**src/rtl/serial_add_ctrl_if.sv**
```systemverilog
// Handshake and operand/result bundle for the bit-serial adder controller.
// master: requester side (drives start/operands); slave: the controller.
interface serial_add_ctrl_if #(
    parameter int unsigned WIDTH = 8
);
    logic             start;
    logic [WIDTH-1:0] a;
    logic [WIDTH-1:0] b;
    logic             cin;
    logic             sub;
    logic             busy;
    logic             done;
    logic [WIDTH-1:0] sum;
    logic             cout;
    logic             ovfl;

    modport master (
        output start, a, b, cin, sub,
        input  busy, done, sum, cout, ovfl
    );

    modport slave (
        input  start, a, b, cin, sub,
        output busy, done, sum, cout, ovfl
    );
endinterface

```
**src/rtl/serial_add_ctrl.sv**
```systemverilog
// Bit-serial adder controller: one full-adder cell sequenced LSB-first over
// WIDTH cycles with carry recirculation and a start/busy/done handshake.
// Optional subtract support is compiled in with `define SERIAL_ADD_SUB_EN.
module serial_add_ctrl #(
    parameter int unsigned WIDTH = 8
) (
    input  logic              clk,
    input  logic              rst_n,
    serial_add_ctrl_if.slave  bus
);
    localparam int unsigned CNT_W = (WIDTH > 1) ? $clog2(WIDTH) : 1;

    localparam logic [1:0] S_IDLE = 2'd0;
    localparam logic [1:0] S_RUN  = 2'd1;
    localparam logic [1:0] S_DONE = 2'd2;

    localparam logic [CNT_W-1:0] CNT_LAST = CNT_W'(WIDTH - 1);

    logic [1:0]       state_q, state_d;
    logic [WIDTH-1:0] sa_q, sa_d;
    logic [WIDTH-1:0] sb_q, sb_d;
    logic [WIDTH-1:0] res_q, res_d;
    logic             c_q, c_d;
    logic [CNT_W-1:0] cnt_q, cnt_d;
    logic             busy_q, busy_d;
    logic             done_q, done_d;
    logic [WIDTH-1:0] sum_q, sum_d;
    logic             cout_q, cout_d;
    logic             ovfl_q, ovfl_d;

    logic             fa_sum_c;
    logic             fa_cout_c;
    logic [WIDTH-1:0] op_b_c;
    logic             op_c_c;

    // Operand B and carry-in as loaded on the accepting edge.
`ifdef SERIAL_ADD_SUB_EN
    assign op_b_c = bus.sub ? ~bus.b : bus.b;
    assign op_c_c = bus.sub ? 1'b1   : bus.cin;
`else
    logic unused_sub_c;
    assign op_b_c       = bus.b;
    assign op_c_c       = bus.cin;
    assign unused_sub_c = bus.sub;
`endif

    // The single full-adder cell shared by every bit position.
    serial_add_fa u_fa (
        .a_i      (sa_q[0]),
        .b_i      (sb_q[0]),
        .c_i      (c_q),
        .sum_c_o  (fa_sum_c),
        .cout_c_o (fa_cout_c)
    );

    // Next-state, datapath and registered-output logic.
    always_comb begin
        state_d = state_q;
        sa_d    = sa_q;
        sb_d    = sb_q;
        res_d   = res_q;
        c_d     = c_q;
        cnt_d   = cnt_q;
        sum_d   = sum_q;
        cout_d  = cout_q;
        ovfl_d  = ovfl_q;

        case (state_q)
            S_IDLE: begin
                if (bus.start) begin
                    sa_d    = bus.a;
                    sb_d    = op_b_c;
                    c_d     = op_c_c;
                    cnt_d   = CNT_W'(0);
                    res_d   = '0;
                    state_d = S_RUN;
                end
            end
            S_RUN: begin
                sa_d  = {1'b0, sa_q[WIDTH-1:1]};
                sb_d  = {1'b0, sb_q[WIDTH-1:1]};
                res_d = {fa_sum_c, res_q[WIDTH-1:1]};
                c_d   = fa_cout_c;
                if (cnt_q == CNT_LAST) begin
                    // Last bit: capture the word; overflow is carry-in XOR carry-out of the MSB.
                    sum_d   = {fa_sum_c, res_q[WIDTH-1:1]};
                    cout_d  = fa_cout_c;
                    ovfl_d  = c_q ^ fa_cout_c;
                    state_d = S_DONE;
                end else begin
                    cnt_d = cnt_q + CNT_W'(1);
                end
            end
            S_DONE: begin
                state_d = S_IDLE;
            end
            default: begin
                state_d = S_IDLE;
            end
        endcase

        busy_d = (state_d == S_RUN);
        done_d = (state_d == S_DONE);
    end

    // FSM state register.
    always_ff @(posedge clk or negedge rst_n) begin
        if (!rst_n) begin
            state_q <= S_IDLE;
        end else begin
            state_q <= state_d;
        end
    end

    // Datapath and output registers.
    always_ff @(posedge clk or negedge rst_n) begin
        if (!rst_n) begin
            sa_q   <= '0;
            sb_q   <= '0;
            res_q  <= '0;
            c_q    <= 1'b0;
            cnt_q  <= '0;
            busy_q <= 1'b0;
            done_q <= 1'b0;
            sum_q  <= '0;
            cout_q <= 1'b0;
            ovfl_q <= 1'b0;
        end else begin
            sa_q   <= sa_d;
            sb_q   <= sb_d;
            res_q  <= res_d;
            c_q    <= c_d;
            cnt_q  <= cnt_d;
            busy_q <= busy_d;
            done_q <= done_d;
            sum_q  <= sum_d;
            cout_q <= cout_d;
            ovfl_q <= ovfl_d;
        end
    end

    assign bus.busy = busy_q;
    assign bus.done = done_q;
    assign bus.sum  = sum_q;
    assign bus.cout = cout_q;
    assign bus.ovfl = ovfl_q;
endmodule

// One-bit full-adder cell.
module serial_add_fa (
    input  logic a_i,
    input  logic b_i,
    input  logic c_i,
    output logic sum_c_o,
    output logic cout_c_o
);
    assign sum_c_o  = a_i ^ b_i ^ c_i;
    assign cout_c_o = (a_i & b_i) | (a_i & c_i) | (b_i & c_i);
endmodule

```
**src/flat_wrapper.sv**
```systemverilog
// flat-port wrapper written by rule: the top's interface ports become plain ports
module serial_add_ctrl_flat 
#(
    parameter int unsigned WIDTH = 8
)
  (clk, rst_n, bus_start, bus_a, bus_b, bus_cin, bus_sub, bus_busy, bus_done, bus_sum, bus_cout, bus_ovfl);
  serial_add_ctrl_if #(.WIDTH(WIDTH)) bus_i ();
  input  logic clk;
  input  logic rst_n;
  input wire logic [$bits(bus_i.start)-1:0] bus_start;
  input wire logic [$bits(bus_i.a)-1:0] bus_a;
  input wire logic [$bits(bus_i.b)-1:0] bus_b;
  input wire logic [$bits(bus_i.cin)-1:0] bus_cin;
  input wire logic [$bits(bus_i.sub)-1:0] bus_sub;
  output wire logic [$bits(bus_i.busy)-1:0] bus_busy;
  output wire logic [$bits(bus_i.done)-1:0] bus_done;
  output wire logic [$bits(bus_i.sum)-1:0] bus_sum;
  output wire logic [$bits(bus_i.cout)-1:0] bus_cout;
  output wire logic [$bits(bus_i.ovfl)-1:0] bus_ovfl;
  assign bus_i.start = bus_start;
  assign bus_i.a = bus_a;
  assign bus_i.b = bus_b;
  assign bus_i.cin = bus_cin;
  assign bus_i.sub = bus_sub;
  assign bus_busy = bus_i.busy;
  assign bus_done = bus_i.done;
  assign bus_sum = bus_i.sum;
  assign bus_cout = bus_i.cout;
  assign bus_ovfl = bus_i.ovfl;
  serial_add_ctrl #(.WIDTH(WIDTH)) u_core (.clk(clk), .rst_n(rst_n), .bus(bus_i));
endmodule
```
**config.mk**
```make
export PLATFORM = sky130hd
export DESIGN_NAME = serial_add_ctrl_flat
export DESIGN_NICKNAME = d
export VERILOG_FILES = /design/src/rtl/serial_add_ctrl_if.sv /design/src/rtl/serial_add_ctrl.sv /design/src/flat_wrapper.sv
export SDC_FILE = /design/constraint.sdc
export NUM_CORES = 1
export LEC_CHECK = 0
export CORE_UTILIZATION = 51
export CTS_CLUSTER_SIZE = 30
export DETAILED_ROUTE_END_ITERATION = 10
export PLACE_DENSITY = 0.78
export SLEW_MARGIN = 15
export SYNTH_ARGS = -nofsm -noshare
export SYNTH_HDL_FRONTEND = slang
export SYNTH_HIERARCHICAL = 1
export SYNTH_SLANG_ARGS = --single-unit
export TNS_END_PERCENT = 50
```
**constraint.sdc**
```tcl
create_clock -name clk -period 1.9 [get_ports clk]
set_input_delay 0.285 -clock clk [delete_from_list [all_inputs] [get_ports clk]]
set_output_delay 0.285 -clock clk [all_outputs]
set_load 0.005 [all_outputs]
```
==> metrics.csv, run 1 <==
metric,value,unit
IO Port Bufs,31,
"Seq/Total Area, Yosys",0.5734,
clock latency on the worst-skew pair,360,ps
worst vdd ir,0.6854,mV
Post-layout nets,204,
clock power share,0.197,
Final Wtd Congestion,0.7403,
DRT iter0 DRCs,89,
syn_nets,171,
clock sinks,41,
CP startpoint kind,flip-flop,
Max Clk Rate,593.8,MHz
post-synthesis adder-cell area fraction,0.02517,
clk buf depth,2,
antenna cells,0,
Simple-Gate Fraction of Synth Area,0.07622,
Mapped Cells,147,
Die X,61.23,um
fin crit period,1684,ps
Worst EP arrival,1930,ps
mux contribution to synthesized area,0.06853,
Logic pwr share,0.360,
initial antenna violation count,0,
Reg power frac,0.443,
WL/cell,14.91,um
Tcrit/Tclk final,0.8864,
RSZ-0062 raised after global routing,no,
yosys warns,6,
Power Internal,2.383,mW
critical path capture point type,flip-flop,
Setup TNS Final,0,ps
CTS tree,built,
largest fanout on the critical path,13,
Setup Viol. Count Final,0,
drt first pass iters,6,
endpoints failing hold,0,
post-DR vias/cell,5.780,
Final Core Density,0.6659,
core region area,3337,um2
number of global-route vias before repair,1218,
Mapped Area,1789,um2
post-CTS setup buffer count,0,
Leakage Power,0.9673,nW
Ports,33,
hold depth,3,
flop and latch count out of synthesis,41,
Synth cell types,24,
status,"finished, final reports clean",
gr ovfl total,0,
Num CTS Buffers,5,
Post-Synth XOR/XNOR Area,0.004895,
clk_skew,16.67,ps
FF-to-FF path depth,4,
Max Cap Viol,0,
die area,3749,um2
"Data required, critical path",2150,ps
compound-gate portion of the synthesized area,0.1986,
vias,1312,
worst min-delay path class,input port to flip-flop,
"most common cell after layout, fill and taps aside",dfrtp_1,
actual slew at the worst max-slew pin,549.9,ps
most frequent cells in the layout,"dfrtp_1, clkdlybuf4s50_1, nor2_1",
die height,61.23,um
H-tree depth,2,
Area Overhead vs Synth,24.20,%
detailed placer's ending HPWL,2287,um
Slew Limit Fails,0,
layout cells sized above 1,0.1436,
"Avg Cell Area, Syn",12.17,um2
final WL,3385,um
Root Driver,clkbuf_4,
Cell Rows,21,
Switching Share,0.3208,
pin count of the biggest net entering global routing,42,
Psw,1.125,mW
slew margin rel.,0.6334,
GRT Total Usage,0.2086,
DRC viols,0,
Initial Util,0.5362,
pwr/cell area,1579,nW/um2
largest family of logic cells by synthesized area,compound AO/OA/AOI/OAI gates,
first-pass GRT wire length,5561,um
Worst-path clk slew,120,ps
Setup CP Type,flip-flop to flip-flop,
FILL cells,278,
Post-DRT Antenna Nets,0,
-- final cells by class --
class / instances / area [um2] / share of cell area
clock inverter: 3 / 65.06 / 0.02928
multi-input combinational: 91 / 668.1 / 0.3007
tap: 46 / 57.56 / 0.02590
timing repair buffer: 37 / 352.8 / 0.1588
inverter: 4 / 15.01 / 0.006757
clock buffer: 5 / 37.54 / 0.01689
sequential: 41 / 1026 / 0.4617
-- metal layers --
layer	track usage	part of all wire	vias to the layer above	wire, um
met5	0	0	-	0
met4	0.08766	0.017	0	57
met3	0.05882	0.048	7	161
met2	0.3276	0.49	37	1652
met1	0.2734	0.45	650	1514
li1	-	-	618	-
-- power groups by stage --
stage | Sequential [mW] | Clock (mW) | Combinational (mW)
after floorplan | 1.48 | 0 | 0.909
after global placement | 1.55 | 0 | 1.20
after detailed placement | 1.57 | 0 | 1.27
after CTS | 1.55 | 0.705 | 1.28
after global routing | 1.60 | 0.740 | 1.42
final | 1.55 | 0.691 | 1.26
-- cells by family (layout without fill, tap and decap cells) --
family / after synthesis / count (layout)
buffers and inverters: 15 / 49
adders and majority gates: 3 / 3
DFF: 41 / 41
and+or+nand+nor: 29 / 29
muxes: 11 / 11
AOI/OAI and AO/OA: 47 / 47
xor gates and xnor gates: 1 / 1
-- state kept, by name, indices dropped and copies added (netlist names) --
name and cells:
u_core/bus.ovfl 1, u_core/bus.busy 1, u_core/bus.done 1, u_core/sb_q 8
u_core/res_q 7, u_core/sa_q 8, u_core/bus.sum 8, u_core/cnt_q 3
u_core/c_q 1, u_core/state_q 2, u_core/bus.cout 1
-- per-stage QoR --
step / cells / setup WS (ps) / hold slack (ps) / cell area (um2) / total power, mW
6_report: 227 / 215.9 / 492.8 / 2222 / 3.508
5_1_grt: 227 / 128.6 / 491.2 / 2222 / 3.766
4_1_cts: 227 / 197.2 / 479.1 / 2222 / 3.535
3_5_place_dp: 218 / 216.0 / 372.5 / 2110 / 2.843
3_3_place_gp: 218 / 293.8 / 364.3 / 2110 / 2.750
2_1_floorplan: 147 / 312.0 / -10.59 / 1789 / 2.392
-- Yosys cell counts (all sizes together) --
cell type / n / area share
mux2i: 1 / 0.0056
nand2b: 2 / 0.0098
a22o: 12 / 0.059
nor2b: 2 / 0.0070
xnor2: 1 / 0.0049
clkinv: 1 / 0.0021
o32ai: 15 / 0.073
buf: 9 / 0.041
dfrtp: 41 / 0.57
clkbuf: 2 / 0.0042
inv: 3 / 0.0063
o21ai: 5 / 0.014
fa: 1 / 0.011
nand3b: 1 / 0.0063
or2: 1 / 0.0035
mux2: 10 / 0.063
nor2: 19 / 0.040
nand2: 4 / 0.0098
ha: 2 / 0.014
o22ai: 15 / 0.052
-- repair_timing --
item                      4_1_cts  5_1_grt
hold buffers                    1        0
hold endpoints to repair       41        0
resized for setup               0        0
-- worst paths after layout --
path | from | end | slack, ps
setup / recovery | u_core/cnt_q[0] | u_core/bus.sum[5] | 220
hold / removal | bus_a[7] | u_core/sa_q[7] | 490
hold reg to reg | u_core/bus.ovfl | u_core/bus.ovfl | 510
min in group asynchronous | rst_n | u_core/res_q[6] | 510
setup reg to reg | u_core/cnt_q[0] | u_core/bus.sum[5] | 220
max in group asynchronous | rst_n | u_core/sa_q[2] | 1030
-- worst max-delay path, cell delays in order, from the launching register on --
cell and delay [ps]:
dfrtp_1 430, ha_1 220, ha_1 260, nand3b_2 300, mux2_2 380
Note: power is estimated with default switching activity, not from simulation.
==> run 2, diff against run 1 <==
- MAX_ROUTING_LAYER: unset -> met4
==> run 2 against run 1 <==
Against the previous run:
- sequential power barely moved
- critical path depth did not move
- cell count did not move
- setup slack improved by 3.1 ps
- fmax rose by 0.19%
- clock skew fell by 0.92 ps
- non-clock buffer count did not move
- power barely moved
- final area did not move
- count of clock-buffer cells in the layout did not move
- routed wire length fell by 0.86%
- hold slack improved by 1.8 ps
- critical path type unchanged
==> metrics.csv, run 2 (synthesized netlist as in run 1, its figures left out) <==
metric,value,unit,change
status,"finished, final reports clean",,
clk_skew,15.75,ps,-0.9192 ps
clock power share,0.198,,about the same
hold depth,3,,unchanged
H-tree depth,2,,unchanged
Tot Pwr,3.508,mW,about the same
Cell Rows,21,,unchanged
met3 WL post-DR,167,um,+3.7%
Setup Viol. Count Final,0,,unchanged
Worst-path clk slew,120,ps,about the same
fin crit period,1681,ps,-3.149 ps
metal1 wirelength,1499,um,-0.99%
Max Clk Rate,594.9,MHz,+0.19%
RSZ-0062 raised after global routing,no,,
Hold Slack,494.6,ps,+1.808 ps
min-delay src,bus_a[7],,
clock latency on the worst-skew pair,360,ps,about the same
Slew Limit Fails,0,,unchanged
"Data required, critical path",2150,ps,about the same
Ports,33,,unchanged
IO Port Bufs,31,,unchanged
Num CTS Buffers,5,,unchanged
R2R Path End,u_core/bus.sum[5],,
die height,61.23,um,unchanged
Die X,61.23,um,unchanged
hold buffers post-CTS,1,,unchanged
first-pass GRT wire length,5554,um,-0.13%
Final Core Density,0.6659,,unchanged
Max Cap Viol,0,,unchanged
WL/cell,14.78,um,-0.86%
CTS tree,built,,
DRC viols,0,,unchanged
R2R Path Start,u_core/cnt_q[0],,
Root Driver,clkbuf_4,,
post-DR vias/cell,5.749,,-0.53%
antenna cells,0,,unchanged
Area Overhead vs Synth,24.20,%,unchanged
Worst Hold Path EP,u_core/sa_q[7],,
pwr/cell area,1579,nW/um2,about the same
FILL cells,278,,unchanged
Tcrit/Tclk final,0.8847,,-0.001657
vias,1305,,-0.53%
slew margin rel.,0.6480,,+0.01453
DRT iter0 DRCs,76,,-15%
post-cts resize count,0,,unchanged
Setup CP Type,flip-flop to flip-flop,,
largest fanout on the critical path,13,,unchanged
number of global-route vias before repair,1215,,-0.25%
clk buf depth,2,,unchanged
layout cells sized above 1,0.1436,,unchanged
Power Internal,2.383,mW,about the same
actual slew at the worst max-slew pin,528.1,ps,-21.80 ps
Post-DRT Antenna Nets,0,,unchanged
worst vdd ir,0.6862,mV,+0.12%
Psw,1.126,mW,about the same
gr ovfl total,0,,unchanged
Setup TNS Final,0,ps,unchanged
core region area,3337,um2,unchanged
die area,3749,um2,unchanged
most frequent cells in the layout,"dfrtp_1, clkdlybuf4s50_1, nor2_1",,
clock sinks,41,,unchanged
pin count of the biggest net entering global routing,42,,unchanged
final WL,3356,um,-0.86%
"reg-to-reg slack, setup",220,ps,about the same
post-CTS setup buffer count,0,,unchanged
post-placement cell count,218,,unchanged
Worst EP arrival,1930,ps,about the same
post-route non-filler standard cell count,227,,unchanged
Post-layout nets,204,,unchanged
Initial Util,0.5362,,unchanged
"most common cell after layout, fill and taps aside",dfrtp_1,,
worst min-delay path class,input port to flip-flop,,
Final Wtd Congestion,0.7494,,+1.2%
detailed placer's ending HPWL,2287,um,unchanged
critical path capture point type,flip-flop,,
initial antenna violation count,0,,unchanged
endpoints failing hold,0,,unchanged
Reg area,1026,um2,unchanged
CP startpoint kind,flip-flop,,
Switching Share,0.3209,,about the same
Reg power frac,0.442,,about the same
Logic pwr share,0.360,,about the same
FF-to-FF path depth,4,,unchanged
drt first pass iters,4,,-2
DR top layer,met4,,
WL met2,1631,um,-1.3%
Leakage Power,0.9673,nW,unchanged
GRT Total Usage,0.2154,,+0.006807
Multi-input gate area,668.1,um2,unchanged
[run 2: cell counts in the layout (fill, tap and decap cells not counted)]
Identical to the previous run, type by type.
[run 2: worst max-delay path by stage]
stage / from / endpoint / slack, ps / cells after the start
final: u_core/cnt_q[0] / u_core/bus.sum[5] / 220 / 4
after global routing: u_core/cnt_q[0] / u_core/bus.sum[7] / 130 / 4
after CTS: u_core/cnt_q[0] / u_core/bus.sum[5] / 200 / 4
after detailed placement: u_core/cnt_q[0] / u_core/bus.sum[7] / 220 / 4
after global placement: u_core/cnt_q[0] / u_core/bus.sum[0] / 290 / 4
after floorplan: u_core/cnt_q[0] / u_core/bus.sum[0] / 310 / 5
[run 2: power groups by stage]
stage | clock network [mW] | logic, mW | registers (mW)
final | 0.693 | 1.26 | 1.55
after global routing | 0.740 | 1.42 | 1.60
after CTS | 0.705 | 1.28 | 1.55
after detailed placement | 0 | 1.27 | 1.57
after global placement | 0 | 1.20 | 1.55
after floorplan | 0 | 0.909 | 1.48
[run 2: area by class of cell]
| type | instances | share of cell area |
|---|---|---|
| clock buffers | 5 | 0.01689 |
| multi-input cells | 91 | 0.3007 |
| flip-flops and latches | 41 | 0.4617 |
| clock inverters | 3 | 0.02928 |
| well taps | 46 | 0.02590 |
| repair buffers | 37 | 0.1588 |
| inverters | 4 | 0.006757 |
[run 2: per-stage QoR]
stage	area (um2)	worst slack (ps)
2_1_floorplan	1789	312.0
3_3_place_gp	2110	293.8
6_report	2222	219.0
3_5_place_dp	2110	216.0
4_1_cts	2222	197.2
5_1_grt	2222	128.6
[run 2: routing by layer]
metal  track usage  up-vias
met2        0.3276       41
met1        0.2734      639
met3       0.05882        7
met5             -        -
li1              -      618
met4       0.08766        0
[run 2: critical path, stage by stage (launching register included)]
cell and delay [ps]:
dfrtp_1 430, ha_1 220, ha_1 260, nand3b_2 300, mux2_2 380
